==> config.mk <==
export PLATFORM = sky130hd
export DESIGN_NAME = pc_sequencer
export DESIGN_NICKNAME = d
export VERILOG_FILES = /design/src/rtl/pc_pkg.sv /design/src/rtl/pc_next_mux.sv /design/src/rtl/pc_sequencer.sv
export SDC_FILE = /design/constraint.sdc
export NUM_CORES = 1
export LEC_CHECK = 0
export ABC_AREA = 0
export BUFFER_PORTS_ARGS = -buffer_cell sky130_fd_sc_hd__buf_2
export CAP_MARGIN = 20
export CORE_AREA = 3 3 138 140
export DETAILED_ROUTE_END_ITERATION = 7
export DIE_AREA = 0 0 141 143
export PLACE_DENSITY = 0.58
export SETUP_SLACK_MARGIN = 0.3
export SYNTH_ARGS = -nofsm -noshare
export SYNTH_HDL_FRONTEND = slang
export SYNTH_SLANG_ARGS = --single-unit
==> constraint.sdc <==
create_clock -name clk -period 4.65 [get_ports clk]
set_input_delay 0.6975 -clock clk [delete_from_list [all_inputs] [get_ports clk]]
set_output_delay 0.6975 -clock clk [all_outputs]
set_load 0.01 [all_outputs]
==> src/rtl/pc_pkg.sv <==
// Shared types and constants for the program-counter sequencer.
package pc_pkg;

  localparam int PC_W        = 32;
  localparam int INSTR_BYTES = 4;

  localparam logic [PC_W-1:0] DEFAULT_RESET_PC = 32'h0000_0000;
  localparam logic [PC_W-1:0] DEFAULT_TRAP_PC  = 32'h8000_0180;

  typedef enum logic [1:0] {
    BOOT = 2'd0,
    RUN  = 2'd1,
    TRAP = 2'd2
  } state_e;

endpackage

==> src/rtl/pc_next_mux.sv <==
// Combinational next-PC select: jump > taken branch > pc+4, plus alignment flag.
// Zero latency; no flow control of its own.
module pc_next_mux
  import pc_pkg::*;
(
  input  logic [PC_W-1:0] pc_i,
  input  logic            branch_i,
  input  logic            zero_i,
  input  logic [PC_W-1:0] branch_offset_i,
  input  logic            jump_i,
  input  logic [PC_W-1:0] jump_target_i,
  output logic [PC_W-1:0] pc_plus4_o,
  output logic [PC_W-1:0] next_pc_o,
  output logic            next_misaligned_o
);

  logic [PC_W-1:0] branch_target;

  // Offset is in words; bits shifted past bit 31 are intentionally dropped.
  assign pc_plus4_o    = pc_i + PC_W'(INSTR_BYTES);
  assign branch_target = pc_plus4_o + (branch_offset_i << 2);

  always_comb begin
    next_pc_o = pc_plus4_o;
    if (jump_i) begin
      next_pc_o = jump_target_i;
    end else if (branch_i && zero_i) begin
      next_pc_o = branch_target;
    end
  end

  assign next_misaligned_o = (next_pc_o[1:0] != 2'b00);

endmodule

==> src/rtl/pc_sequencer.sv <==
// PC register with BOOT/RUN/TRAP control; pc updates one cycle after redirect inputs.
// Holds PC and retire count whenever stall is high or imem_ready is low.
module pc_sequencer
  import pc_pkg::*;
#(
  parameter logic [PC_W-1:0] RESET_PC = DEFAULT_RESET_PC,
  parameter logic [PC_W-1:0] TRAP_PC  = DEFAULT_TRAP_PC
) (
  input  logic            clk,
  input  logic            reset,
  input  logic            stall,
  input  logic            imem_ready,
  input  logic            branch,
  input  logic            zero,
  input  logic [PC_W-1:0] branch_offset,
  input  logic            jump,
  input  logic [PC_W-1:0] jump_target,
  output logic [PC_W-1:0] pc,
  output logic [PC_W-1:0] pc_plus4,
  output logic            fetch_valid,
  output logic            misaligned,
  output logic [PC_W-1:0] retire_count
);

  state_e          state_q, state_d;
  logic [PC_W-1:0] pc_q, pc_d;
  logic            fetch_valid_q, fetch_valid_d;
  logic            misaligned_q, misaligned_d;
  logic [PC_W-1:0] retire_q, retire_d;

  logic [PC_W-1:0] next_pc;
  logic            next_misaligned;
  logic            advance;

  pc_next_mux u_next_mux (
    .pc_i              (pc_q),
    .branch_i          (branch),
    .zero_i            (zero),
    .branch_offset_i   (branch_offset),
    .jump_i            (jump),
    .jump_target_i     (jump_target),
    .pc_plus4_o        (pc_plus4),
    .next_pc_o         (next_pc),
    .next_misaligned_o (next_misaligned)
  );

  always_comb begin
    state_d       = state_q;
    pc_d          = pc_q;
    fetch_valid_d = fetch_valid_q;
    misaligned_d  = misaligned_q;
    retire_d      = retire_q;
    advance       = 1'b0;
    case (state_q)
      BOOT: begin
        state_d       = RUN;
        fetch_valid_d = 1'b1;
      end
      RUN: begin
        advance = !stall && imem_ready;
        if (advance) begin
          // A misaligned selected target traps instead of retiring.
          if (next_misaligned) begin
            state_d       = TRAP;
            pc_d          = TRAP_PC;
            misaligned_d  = 1'b1;
            fetch_valid_d = 1'b0;
          end else begin
            pc_d     = next_pc;
            retire_d = retire_q + 1'b1;
          end
        end
      end
      TRAP: begin
        state_d = TRAP;
      end
      default: begin
        state_d = BOOT;
      end
    endcase
  end

  always_ff @(posedge clk) begin
    if (reset) begin
      state_q       <= BOOT;
      pc_q          <= RESET_PC;
      fetch_valid_q <= 1'b0;
      misaligned_q  <= 1'b0;
      retire_q      <= '0;
    end else begin
      state_q       <= state_d;
      pc_q          <= pc_d;
      fetch_valid_q <= fetch_valid_d;
      misaligned_q  <= misaligned_d;
      retire_q      <= retire_d;
    end
  end

  assign pc           = pc_q;
  assign fetch_valid  = fetch_valid_q;
  assign misaligned   = misaligned_q;
  assign retire_count = retire_q;

endmodule

==> qor.log <==
INFO  clocking       sink_count_of_the_clock_tree=68
INFO  grt            grt_pass1_vias=5257
INFO  timing         final_setup_violating_endpoints=0
INFO  yosys          synthDominantAreaCellType=sky130_fd_sc_hd__dfxtp_1
INFO  floorplan      design.core.area=18000µm²
INFO  yosys          seq_area_frac_synth=0.253
INFO  floorplan      io_pins=169
INFO  route          count_of_tritonroute_iterations_in_the_first_routing_pass=5
INFO  yosys          synth_fp_nets=815
INFO  yosys          synth.avg_cell_area=7.65µm²
INFO  yosys          synth_largest_type_area_fraction=0.253
INFO  final_layout   syn_to_final_growth=27.4%
INFO  yosys          post_synth_inst_count=704
INFO  clocking       hold_buffers=0
INFO  clocking       tritoncts=built
INFO  yosys          yosys_warnings=0
INFO  clocking       num_cts_buffers=9
INFO  timing         final.setup_skew=0.00792ns
INFO  setup_path     crit_path_end=pc[31]$_SDFFE_PP0P_
INFO  final_layout   regArea=1370µm²
INFO  final_layout   share_of_layout_cells_above_drive_strength_1=0.257
INFO  yosys          cell_with_the_most_instances_after_synthesis=sky130_fd_sc_hd__nor2_1
INFO  clocking       ctsRootBufferMaster=sky130_fd_sc_hd__clkbuf_16
INFO  final_layout   n_antenna_cell=0
INFO  grt            grtUsageTotal=0.177
INFO  yosys          top_cells_by_instance_count_after_synthesis=sky130_fd_sc_hd__nor2_1, sky130_fd_sc_hd__nand2_1, sky130_fd_sc_hd__dfxtp_1
INFO  yosys          ys_types=64
INFO  job            drv.max_cap_violation_count=0
INFO  setup_path     worst-endpoint-arrival=4.33ns
INFO  grt            initial_antenna_violation_count=0
INFO  setup_path     reg2reg_setup_slack=0.54ns
INFO  timing         timing.setup.tns=0ns
INFO  placement      routabilityCongestion=0.924
INFO  setup_path     reg2regPathDepth=16
INFO  setup_path     setup.worst_path.end_class=flip-flop
INFO  timing         timing.final.crit_period=4.11ns
INFO  timing         slew_viol_final=0
INFO  floorplan      die-width=141µm
INFO  outcome        outcome=completed
INFO  setup_path     terminus_of_the_critical_flop_to_flop_path=pc[31]$_SDFFE_PP0P_
INFO  timing         finalHoldViolCount=0
INFO  hold_path      min_path_type=flip-flop to flip-flop
INFO  grt            grt_pass1_wl=28400µm
INFO  placement      buffer_ports.inserted=166
INFO  clocking       h-tree-depth=3
INFO  timing         timing.fmax=243MHz
INFO  timing         tightest_slew=1.02ns
INFO  placement      placement.setup.worst_slack=0.302ns
INFO  placement      hpwlAfterDp=14200µm
INFO  setup_path     timing.setup.critical_path_class=flip-flop to flip-flop
INFO  clocking       clock_path_buffers=2
INFO  yosys          synth_flop_cell=sky130_fd_sc_hd__dfxtp_1
INFO  timing         max-slew-margin-rel=0.320
INFO  route          wirelength=18400µm
INFO  floorplan      initial_utilization=0.300
INFO  floorplan      core.rowCount=49
INFO  final_layout   n_fill_cell=1923
INFO  setup_path     crit-reg2reg-launch=pc[6]$_SDFFE_PP0P_
INFO  final_layout   nNetsFinal=985
INFO  setup_path     critical_path_fanout_max=6
INFO  final_layout   post-route-cell-area=6860µm²
INFO  clocking       clock_edge_transition_at_the_registers_on_the_reported_setup_and_hold_paths=0.06ns
INFO  route          viasPerCell=5.18
INFO  clocking       clkLatencyLatePin=0.34ns
INFO  route          routed-via-count=5736
INFO  yosys          synth_enable_flop_cells=0
INFO  setup_path     worstSetupStartpoint=pc[6]$_SDFFE_PP0P_
INFO  power_and_ir_drop worst_ir_drop_vdd=0.000149V
INFO  yosys          most_area_consuming_cells_after_synthesis=sky130_fd_sc_hd__dfxtp_1, sky130_fd_sc_hd__ha_1, sky130_fd_sc_hd__xor2_1
INFO  yosys          yosys_register_bits=68
INFO  route          average_wire_length_per_cell_after_detail_routing=16.6µm
INFO  timing         timing.final.crit_share=0.883
INFO  power_and_ir_drop power.static_leakage=3.20nW
INFO  final_layout   final_util=0.382
INFO  floorplan      die_height=143µm
INFO  power_and_ir_drop power_density=252nW/µm²
INFO  setup_path     required=4.88ns
INFO  timing         setup_slack=0.543ns
INFO  setup_path     timing.critical_path.from_type=flip-flop
INFO  route          detail_route.drc_violations=0
INFO  route          first_iter_violations=269
INFO  power_and_ir_drop fin_total_pwr=1.73mW
INFO  final_layout   multi_input_area=3870µm²
INFO  floorplan      floorplan.die_area=20200µm²
INFO  route          antenna_left=0
INFO  grt            grt_start_max_net_pins=51
INFO  placement      post_dp_cell_area=6520µm²
INFO  yosys          ys_async_sr_fraction=0
INFO  yosys          synth.cell_area=5390µm²
INFO  grt            grt-ovfl-total=0
INFO  timing         rsz0062_at_grt=false
==> critical path: stages (launching register included) <==
cell	delay, ns
sky130_fd_sc_hd__dfxtp_1	0.42
sky130_fd_sc_hd__and4_2	0.32
sky130_fd_sc_hd__nand3_1	0.18
sky130_fd_sc_hd__or2_2	0.42
sky130_fd_sc_hd__nand2b_1	0.18
sky130_fd_sc_hd__xnor2_1	0.16
sky130_fd_sc_hd__ha_2	0.42
sky130_fd_sc_hd__nand2_1	0.13
sky130_fd_sc_hd__nor4_2	0.36
sky130_fd_sc_hd__nand2_1	0.09
sky130_fd_sc_hd__a2111oi_1	0.38
sky130_fd_sc_hd__buf_4	0.19
sky130_fd_sc_hd__or4b_1	0.11
sky130_fd_sc_hd__and3_1	0.16
sky130_fd_sc_hd__o21ai_2	0.06
sky130_fd_sc_hd__xnor2_1	0.17
sky130_fd_sc_hd__o31a_1	0.24
==> state kept, by name, summed over array words and instances (netlist names) <==
register      flops
misaligned        1
retire_count     32
state_q           2
pc               32
fetch_valid       1
==> how the worst min path moves through the flow <==
stage / cells past startpoint / endpoint / slack [ns] / from
6_report: 2 / misaligned$_SDFFE_PP0P_ / 0.48 / misaligned$_SDFFE_PP0P_
5_1_grt: 2 / misaligned$_SDFFE_PP0P_ / 0.53 / misaligned$_SDFFE_PP0P_
4_1_cts: 2 / misaligned$_SDFFE_PP0P_ / 0.49 / misaligned$_SDFFE_PP0P_
3_5_place_dp: 2 / misaligned$_SDFFE_PP0P_ / 0.48 / misaligned$_SDFFE_PP0P_
3_3_place_gp: 2 / misaligned$_SDFFE_PP0P_ / 0.46 / misaligned$_SDFFE_PP0P_
2_1_floorplan: 2 / misaligned$_SDFFE_PP0P_ / 0.50 / misaligned$_SDFFE_PP0P_
==> metrics by stage <==
stage          hold slack, ns  instances
2_1_floorplan           0.505        704
3_3_place_gp            0.462       1089
3_5_place_dp            0.480       1089
4_1_cts                 0.490       1104
5_1_grt                 0.527       1107
6_report                0.480       1107
==> layout by cell type (no fill, tap or decap), types with 4 or more instances in the layout <==
master                        n
sky130_fd_sc_hd__and3_1      12
sky130_fd_sc_hd__a21oi_1     55
sky130_fd_sc_hd__dfxtp_1     65
sky130_fd_sc_hd__and4_1       9
sky130_fd_sc_hd__a21o_1      16
sky130_fd_sc_hd__xor2_1      41
sky130_fd_sc_hd__o21bai_1     7
sky130_fd_sc_hd__nand2_1     72
sky130_fd_sc_hd__nand3_1     32
sky130_fd_sc_hd__nand2b_1    11
sky130_fd_sc_hd__a211oi_1    13
sky130_fd_sc_hd__a221oi_1     4
sky130_fd_sc_hd__inv_1       18
sky130_fd_sc_hd__buf_4       20
sky130_fd_sc_hd__nor3_1      13
sky130_fd_sc_hd__o21ai_0     50
sky130_fd_sc_hd__or3_1       10
sky130_fd_sc_hd__nand4_1     10
sky130_fd_sc_hd__a32oi_1     10
sky130_fd_sc_hd__o211ai_1     8
sky130_fd_sc_hd__xnor2_1     33
sky130_fd_sc_hd__nor2_1      80
sky130_fd_sc_hd__and2_1       6
sky130_fd_sc_hd__ha_1        38
sky130_fd_sc_hd__clkbuf_16    9
sky130_fd_sc_hd__buf_2      166
==> kinds of logic after synthesis <==
group / synth area share
fa+ha+maj: 0.0943
xor+xnor: 0.122
mux: 0.00372
flops: 0.253
buf+inv: 0.0346
simple gates: 0.250
compound gates: 0.242
==> layout make-up <==
cell class,count,area share
timing repair buffer,186,0.143
inverter,19,0.0104
tap,229,0.0418
clock inverter,6,0.00966
sequential,68,0.199
clock buffer,9,0.0328
multi-input combinational,590,0.564
==> layer usage <==
layer	routed length (µm)	GRT usage	share of wire
met5	0	0	0
met4	239	0.0418	0.013
met3	1220	0.0382	0.067
met2	8290	0.285	0.45
met1	8620	0.243	0.47
==> report_power, final <==
| part | leakage [nW] | internal, mW | switching, mW |
|---|---|---|---|
| registers | 0.550 | 0.608 | 0.0252 |
| logic | 2.51 | 0.162 | 0.243 |
| clock network | 0.134 | 0.412 | 0.277 |
| total | 3.20 | 1.18 | 0.545 |
==> timing repair <==
item,CTS,global route
resized for setup,1,10
gates cloned,0,0
pin swaps,0,2
endpoints found under the setup margin,1,4
buffers inserted,0,3
No activity file was read; power rests on OpenSTA's default activity.
